$ cat src/rtl/four_bit_restoring_divider_pkg.sv
// Shared definitions for the restoring divider: FSM state encoding and the
// helper that sizes the step counter from the operand width.
package four_bit_restoring_divider_pkg;

  typedef enum logic [1:0] {
    ST_IDLE = 2'd0,
    ST_RUN  = 2'd1,
    ST_DONE = 2'd2
  } div_state_t;

  // The counter has to hold the value WIDTH itself, hence WIDTH+1.
  function automatic int count_width(input int width);
    return $clog2(width + 1);
  endfunction

endpackage

$ cat src/rtl/four_bit_restoring_divider_subtractor.sv
// Ripple-borrow subtractor: the adder's full_adder cells with b inverted and
// the carry-in forced high, so a missing carry-out is a borrow.
module full_adder (
  input  logic a,
  input  logic b,
  input  logic cin,
  output logic sum,
  output logic cout
);

  assign sum  = a ^ b ^ cin;
  assign cout = (a & b) | (cin & (a ^ b));

endmodule

module four_bit_subtractor #(
  parameter int WIDTH = 5
) (
  input  logic [WIDTH-1:0] a,
  input  logic [WIDTH-1:0] b,
  output logic [WIDTH-1:0] diff,
  output logic             borrow_out
);

  logic [WIDTH:0] carry;

  assign carry[0] = 1'b1;

  for (genvar i = 0; i < WIDTH; i++) begin : g_cell
    full_adder u_fa (
      .a    (a[i]),
      .b    (~b[i]),
      .cin  (carry[i]),
      .sum  (diff[i]),
      .cout (carry[i+1])
    );
  end

  assign borrow_out = ~carry[WIDTH];

endmodule

$ cat src/rtl/four_bit_restoring_divider.sv
// Sequential unsigned restoring divider: one trial subtraction per clock,
// with a start/busy/done handshake and a divide-by-zero flag.
module four_bit_restoring_divider
  import four_bit_restoring_divider_pkg::*;
#(
  parameter int WIDTH = 4
) (
  input  logic             clk,
  input  logic             rst,
  input  logic             start,
  input  logic [WIDTH-1:0] dividend,
  input  logic [WIDTH-1:0] divisor,
  output logic [WIDTH-1:0] quotient,
  output logic [WIDTH-1:0] remainder,
  output logic             busy,
  output logic             done,
  output logic             div_zero
);

  localparam int CW = count_width(WIDTH);

  div_state_t       state;
  div_state_t       state_next;
  logic [WIDTH-1:0] rem_reg;
  logic [WIDTH-1:0] quo_reg;
  logic [WIDTH-1:0] div_reg;
  logic [CW-1:0]    count;
  logic [WIDTH:0]   rem_shifted;
  logic [WIDTH:0]   trial;
  logic             borrow;
  logic             restore;
  logic             accept;

  assign accept      = (state == ST_IDLE) && start;
  assign rem_shifted = {rem_reg, quo_reg[WIDTH-1]};

  four_bit_subtractor #(
    .WIDTH (WIDTH + 1)
  ) u_sub (
    .a          (rem_shifted),
    .b          ({1'b0, div_reg}),
    .diff       (trial),
    .borrow_out (borrow)
  );

  // A set top bit in the difference can only accompany a borrow, since the
  // shifted remainder never reaches twice the divisor.
  assign restore = borrow | trial[WIDTH];

  always_ff @(posedge clk or posedge rst) begin
    if (rst) begin
      state <= ST_IDLE;
    end else begin
      state <= state_next;
    end
  end

  always_comb begin
    state_next = state;
    case (state)
      ST_IDLE: begin
        if (start) begin
          state_next = (divisor != '0) ? ST_RUN : ST_DONE;
        end
      end
      ST_RUN: begin
        if (count == CW'(1)) begin
          state_next = ST_DONE;
        end
      end
      ST_DONE: state_next = ST_IDLE;
      default: state_next = ST_IDLE;
    endcase
  end

  // Working registers: load on accept, then shift/subtract once per RUN cycle.
  always_ff @(posedge clk or posedge rst) begin
    if (rst) begin
      rem_reg <= '0;
      quo_reg <= '0;
      div_reg <= '0;
      count   <= '0;
    end else begin
      case (state)
        ST_IDLE: begin
          if (start) begin
            rem_reg <= '0;
            quo_reg <= dividend;
            div_reg <= divisor;
            count   <= CW'(WIDTH);
          end
        end
        ST_RUN: begin
          rem_reg <= restore ? rem_shifted[WIDTH-1:0] : trial[WIDTH-1:0];
          quo_reg <= {quo_reg[WIDTH-2:0], ~restore};
          count   <= count - CW'(1);
        end
        default: ;
      endcase
    end
  end

  // Results are held until the next completion; busy survives a same-edge
  // re-accept so back-to-back operations keep it high.
  always_ff @(posedge clk or posedge rst) begin
    if (rst) begin
      quotient  <= '0;
      remainder <= '0;
      busy      <= 1'b0;
      done      <= 1'b0;
      div_zero  <= 1'b0;
    end else begin
      done <= 1'b0;
      if (done) begin
        busy <= 1'b0;
      end
      if (accept) begin
        busy     <= 1'b1;
        div_zero <= 1'b0;
      end
      if (state == ST_DONE) begin
        done <= 1'b1;
        if (div_reg == '0) begin
          quotient  <= '1;
          remainder <= quo_reg;
          div_zero  <= 1'b1;
        end else begin
          quotient  <= quo_reg;
          remainder <= rem_reg;
        end
      end
    end
  end

endmodule

$ cat config.mk
export PLATFORM = sky130hd
export DESIGN_NAME = four_bit_restoring_divider
export DESIGN_NICKNAME = d
export VERILOG_FILES = /design/src/rtl/four_bit_restoring_divider_pkg.sv /design/src/rtl/four_bit_restoring_divider_subtractor.sv /design/src/rtl/four_bit_restoring_divider.sv
export SDC_FILE = /design/constraint.sdc
export NUM_CORES = 1
export LEC_CHECK = 0
export ABC_AREA = 1
export CORE_MARGIN = 2
export CORE_UTILIZATION = 35
export DETAILED_ROUTE_END_ITERATION = 8
export PLACE_DENSITY = 0.53
export SYNTH_ARGS = -nofsm -noshare
export SYNTH_HDL_FRONTEND = slang
export SYNTH_SLANG_ARGS = --single-unit
$ cat constraint.sdc
create_clock -name clk -period 3.04 [get_ports clk]
set_clock_uncertainty 0.2 [all_clocks]
set_input_delay 0.608 -clock clk [delete_from_list [all_inputs] [get_ports clk]]
set_output_delay 0.608 -clock clk [all_outputs]
set_load 0.03 [all_outputs]
==> key figures, run 1 <==
Floorplanning
  • Core Region: 3914 um^2
  • Die X: between 60 and 70 um
  • Initial Utilization: a little over a third
  • Row count: 23
  • Die Ht: roughly 67 um
  • IO Count: 22
  • Die ar.: between 4000 and 5000 um^2

Worst setup path
  • Critical Path End Type: flop
  • Crit start category: flop
  • Critical path class: flop to flop
  • Worst EP required: between 3 and 4 ns
  • FF-to-FF End: rem_reg[1]
  • Worst r2r src: quo_reg[3]
  • Setup slack, reg-to-reg: between 0.4 and 0.5 ns
  • R2R cell count: 10
  • CP Max Fanout: 5
  • Crit path DAT: between 2 and 3 ns

Flow run
  • Max Cap Viol: 0

Global route
  • First-pass GRT wire length: about 5000 um
  • Grt total ovfl: 0
  • Vias in the first global route: around 1100
  • Initial antenna violation count: 0
  • Largest net degree at the start of global routing: 29
  • GR Util All Layers: ~15%

STA
  • Tmin final: ~2.6 ns
  • Final setup vio count: 0
  • Setup_tns: 0 ns
  • Relative slew slack: 76.04%
  • Fin. max-slew vios: 0
  • Worst-Margin Slew: 0.3586 ns
  • FMAX: slightly below 400 MHz
  • Worst setup margin: approximately 0.45 ns
  • RSZ-0062 raised after global routing: false
  • Final hold vios: 0
  • Period Utilization, post-route: 85.35%

Cells and area
  • Antenna Diode Count: 0
  • Layout Utilization: between 40 and 50%
  • Final cell count without fillers: between 200 and 250
  • Share of cells above drive strength 1: under 10%
  • Filler Cells Inserted: slightly above 400
  • Area delta synth->final: 22.57%
  • Final instance area: ~1700 um^2
  • Final nets: 214

Routing
  • Vias: 1132
  • DR WL/cell: approximately 12 um
  • Drt first pass iters: 4
  • Post-Route WL: about 2900 um
  • Vias per inst: ~4.6
  • Drt first-iter violations: just over 70
  • Post-DRT Antenna Nets: 0
  • DRC viols: 0

Clock network
  • Clk Latency, worst-skew pair: ~0.27 ns
  • H-tree depth: 1
  • Post-CTS sizing: 0
  • CTS tree: yes
  • CTS root buf: clkbuf_8
  • Num CTS Buffers: 3
  • Deepest clock path buffer count: 2
  • Post CTS Setup Buffer Count: 0
  • CTS sink count: 28
  • Cts hold-fix bufs: 0
  • Clock-pin slew on the worst setup and hold paths: around 0.09 ns

Power
  • Peak VDD IR: between 0.0003 and 0.0004 V
  • Power Dens Cells: around 1100 nW/um^2
  • Pleak: roughly 0.87 nW

Placement
  • Post-Place Worst Slack: 0.4335 ns
  • Placed Area: between 1500 and 2000 um^2
  • Post-DP HPWL: between 2000 and 2500 um
  • Number of cells after detailed placement: 242
  • GP Congestion: 0.8473
  • Port buffer count: 21

Logic synthesis
  • Yosys cell types: 18
  • Number of synthesized register bits: 28
  • Net Count, Synth: around 190
  • Synth warnings: 0
  • Post-synthesis sequential area ratio: between 40 and 50%
  • Avg Cell Area, Syn: just over 8 um^2
  • Mapped cell area: approximately 1400 um^2
  • Syn Inst Count: around 170

Hold path
  • Hold/Removal Path Class: flop to flop
  • Hold_sp: done
  • Worst Hold End: busy
  • Worst hold path depth: 1

Status
  • Status: completed
[through the flow]
stage,power (mW),hold slack (ns)
finish,1.906,0.2759
CTS,1.918,0.2852
detailed placement,1.709,0.2626
global route,2.106,0.2946
floorplan,1.399,0.2489
global placement,1.693,0.2575
[where the power goes]
part | switching (mW) | internal [mW]
clock network | 0.109 | 0.0889
logic | 0.656 | 0.396
registers | 0.114 | 0.541
total | 0.880 | 1.03
[cell type report]
cell class | count | area, um^2 | share of cell area (%)
inverters | 26 | 97.59 | 5.677
repair buffers | 23 | 225.2 | 13.10
multi-input cells | 115 | 591.8 | 34.43
well taps | 50 | 62.56 | 3.639
clock buffers | 3 | 41.29 | 2.402
flip-flops and latches | 28 | 700.7 | 40.76
[critical path, stage by stage (launching register included)]
cell     delay [ns]
dfrtp_1        0.40
inv_1          0.13
ha_1           0.16
inv_1          0.05
fa_1           0.37
fa_1           0.38
fa_1           0.41
nand2_1        0.16
nand3_1        0.09
nand3_1        0.09
nand2_1        0.05
[synthesized netlist by cell type]
library cell | number | area [um^2]
nand2_2 | 3 | 18.77
inv_1 | 23 | 86.33
dfrtp_1 | 28 | 700.7
fa_1 | 3 | 60.06
o21ai_0 | 4 | 20.02
buf_2 | 1 | 5.000
buf_4 | 1 | 7.510
o22ai_1 | 1 | 6.260
ha_1 | 3 | 37.54
nor2_4 | 2 | 22.52
o21ai_1 | 3 | 15.01
nor2_1 | 5 | 18.77
inv_2 | 3 | 11.26
a21oi_1 | 1 | 5.000
nand3_1 | 26 | 130.1
nand2_1 | 59 | 221.5
nand4_1 | 1 | 6.260
o211ai_1 | 4 | 30.03
[placed cells by master, fill, tap and decap left out]
cell / netlist / final
nor2_4: 2 / 2
nand3_1: 26 / 26
nor2_1: 5 / 5
o21ai_0: 4 / 4
nand2_2: 3 / 3
inv_2: 3 / 3
fa_1: 3 / 3
a21oi_1: 1 / 1
nand4_1: 1 / 1
ha_1: 3 / 3
nand2_1: 59 / 59
inv_1: 23 / 23
o22ai_1: 1 / 1
clkdlybuf4s50_1: 0 / 21
clkbuf_8: 0 / 3
dfrtp_1: 28 / 28
o211ai_1: 4 / 4
buf_4: 1 / 2
o21ai_1: 3 / 3
[cells by family after synthesis]
| group | Yosys count | synth area share [%] |
|---|---|---|
| AND/OR/NAND/NOR | 96 | 29.79 |
| flip-flops | 28 | 49.96 |
| adder cells (fa/ha/maj) | 6 | 6.959 |
| AO/OA/AOI/OAI | 13 | 5.441 |
| buffers and inverters | 28 | 7.850 |
[how the worst max path moves through the flow]
stage,end,start,cells past startpoint,slack [ns]
2_1_floorplan,rem_reg[0],quo_reg[3],10,0.61
3_5_place_dp,rem_reg[2],quo_reg[3],10,0.43
3_3_place_gp,rem_reg[1],quo_reg[3],10,0.50
5_1_grt,rem_reg[1],quo_reg[3],11,0.29
6_report,rem_reg[1],quo_reg[3],10,0.45
4_1_cts,rem_reg[3],quo_reg[3],10,0.44
[per-layer routing]
metal	part of all wire (%)	vias to the layer above	track usage, %
met5	0	-	0
met4	1.9	0	5.867
met3	3.8	4	2.667
met2	43	27	22.77
met1	51	509	20.97
li1	-	592	-
(Power assumes the default switching activity.)
==> run 2: changes to the inputs <==
--- a/config.mk
+++ b/config.mk
@@ -7,9 +7,10 @@
 export LEC_CHECK = 0
 export ABC_AREA = 1
 export CORE_MARGIN = 2
-export CORE_UTILIZATION = 35
+export CORE_UTILIZATION = 52
 export DETAILED_ROUTE_END_ITERATION = 8
-export PLACE_DENSITY = 0.53
+export PLACE_DENSITY = 0.75
+export REMOVE_ABC_BUFFERS = 1
 export SYNTH_ARGS = -nofsm -noshare
 export SYNTH_HDL_FRONTEND = slang
 export SYNTH_SLANG_ARGS = --single-unit
==> run 2 against run 1 <==
Worst hold slack got worse by 0.0015 ns. Register-to-register slack got worse by 0.04 ns. Clock power increased by 20%. Cell count decreased by 7.8%. Design area decreased by 0.80%. Sequential cell count unchanged. Global-route usage increased by 4.5 points. First-iteration DRC count decreased by 39%. Critical path depth unchanged. Count of clock-buffer cells in the layout unchanged. Critical path type unchanged. Highest routed layer unchanged.
==> key figures, run 2 (same netlist as run 1, synthesis figures left out) <==
STA
  • Worst-Margin Slew: 0.3801 ns
  • FMAX: between 300 and 400 MHz
  • Final setup vio count: 0
  • Period Utilization, post-route: between 80% and 90%
  • RSZ-0062 raised after global routing: false
  • Setup_tns: 0 ns
  • Tmin final: approximately 2.6 ns
  • Final hold vios: 0
  • Fin. max-slew vios: 0
  • Relative slew slack: between 70% and 80%

Floorplanning
  • Initial Utilization: 55.61%
  • Core Region: ~2500 um^2
  • IO Count: 22
  • Die Ht: 55.94 um
  • Die ar.: 3129 um^2
  • Row count: 18
  • Die X: between 50 and 60 um

Routing
  • Drt first-iter violations: 44
  • Post-DRT Antenna Nets: 0
  • DRC viols: 0
  • Post-Route WL: around 2800 um
  • Vias: between 1000 and 1500
  • Vias per inst: between 5 and 6
  • Drt first pass iters: 4
  • DR WL/cell: 12.36 um

Clock network
  • CTS root buf: clkbuf_4
  • Cts hold-fix bufs: 0
  • Num CTS Buffers: 3
  • CTS tree: yes
  • Deepest clock path buffer count: 2
  • Clk Latency, worst-skew pair: between 0.3 and 0.4 ns
  • Post-CTS sizing: 0
  • Post CTS Setup Buffer Count: 0
  • H-tree depth: 1
  • CTS sink count: 28
  • Clock-pin slew on the worst setup and hold paths: 0.15 ns

Global route
  • First-pass GRT wire length: ~4900 um
  • Largest net degree at the start of global routing: 29
  • Initial antenna violation count: 0
  • Vias in the first global route: 1128
  • GR Util All Layers: 19.43%
  • Grt total ovfl: 0

Worst setup path
  • Critical Path End Type: flop
  • CP most frequent cell: fa_1
  • CP max stage delay: between 0.4 and 0.5 ns
  • Worst EP required: a little over 3 ns
  • CP Max Fanout: 5
  • Critical path class: flop to flop
  • Slowest cell on crit path: fa_1
  • Crit path DAT: roughly 2.7 ns
  • Crit start category: flop
  • Crit path max-delay family: adder cells
  • Crit-path cells: inv_1, ha_1, inv_1, fa_1, fa_1, fa_1, nand2_1, nand3_1, nand3_1, nand2_1
  • Buf/Inv on CP: 2

Cells and area
  • Antenna Diode Count: 0
  • Area delta synth->final: 21.59%
  • Filler Cells Inserted: approximately 220
  • Share of cells above drive strength 1: 7.143%
  • Commonest non-fill, non-tap cell in the layout: nand2_1
  • Final nets: between 200 and 250
  • Area occupied by multi-input gates: about 590 um^2
  • Commonest non-fill, non-tap cells in the layout: nand2_1, dfrtp_1, nand3_1
  • Reg area: 700.7 um^2
  • Layout Utilization: between 60% and 70%

Power
  • Power Dens Cells: 1144 nW/um^2
  • Pleak: roughly 0.9 nW
  • Peak VDD IR: around 0.00075 V
  • Total power: 1.951 mW

Placement
  • Post-DP HPWL: approximately 2200 um
  • GP Congestion: slightly below 1
  • Port buffer count: 21

Flow run
  • Max Cap Viol: 0

Status
  • Status: completed

Hold path
  • Hold/Removal Path Class: flop to flop
[run 2: area by class of cell]
cell class	count	area share, %
multi-input combinational	115	34.70
timing repair buffer	23	13.21
clock buffer	3	1.321
inverter	26	5.723
clock inverter	1	1.761
tap	30	2.201
sequential	28	41.09
[run 2: report_power, final]
group          leakage, nW  internal (mW)  switching (mW)
registers            0.351          0.540           0.111
logic                0.498          0.396           0.667
clock network       0.0279          0.133           0.105
total                0.877           1.07           0.883
[run 2: per-stage QoR]
| stage | instances | instance area (um^2) | hold WS, ns | worst slack [ns] |
|---|---|---|---|---|
| 2_1_floorplan | 169 | 1390 | 0.2489 | 0.6124 |
| 6_report | 226 | 1705 | 0.2743 | 0.4052 |
| 3_5_place_dp | 222 | 1653 | 0.2592 | 0.4493 |
| 3_3_place_gp | 222 | 1653 | 0.2426 | 0.5370 |
| 4_1_cts | 226 | 1705 | 0.2825 | 0.4290 |
| 5_1_grt | 226 | 1705 | 0.3155 | 0.3113 |
[run 2: path summary, 6_finish.rpt]
path                                  from            to  slack [ns]  cells after the start
worst max-delay path            quo_reg[3]    rem_reg[2]        0.41                     10
worst min register to register        done          busy        0.27                      1
min in group asynchronous              rst      count[2]        0.44                      3
worst min-delay path                  done          busy        0.27                      1
max in group asynchronous              rst  remainder[3]        1.95                      3
worst max register to register  quo_reg[3]    rem_reg[2]        0.41                     10
[run 2: worst register-to-register path, stage by stage (launching register included)]
cell	delay (ns)
dfrtp_1	0.40
inv_1	0.11
ha_1	0.16
inv_1	0.05
fa_1	0.37
fa_1	0.39
fa_1	0.42
nand2_1	0.17
nand3_1	0.10
nand3_1	0.10
nand2_1	0.06
[run 2: routing by layer]
layer  GRT usage, %  routed length, um  part of all wire [%]  up-vias
li1               -                  -                     -      591
met1          25.65               1237                    44      555
met2          34.86               1434                    51       37
met3          2.791                114                   4.1        2
met4          2.721                  6                  0.21        0
met5              0                  0                     0        -
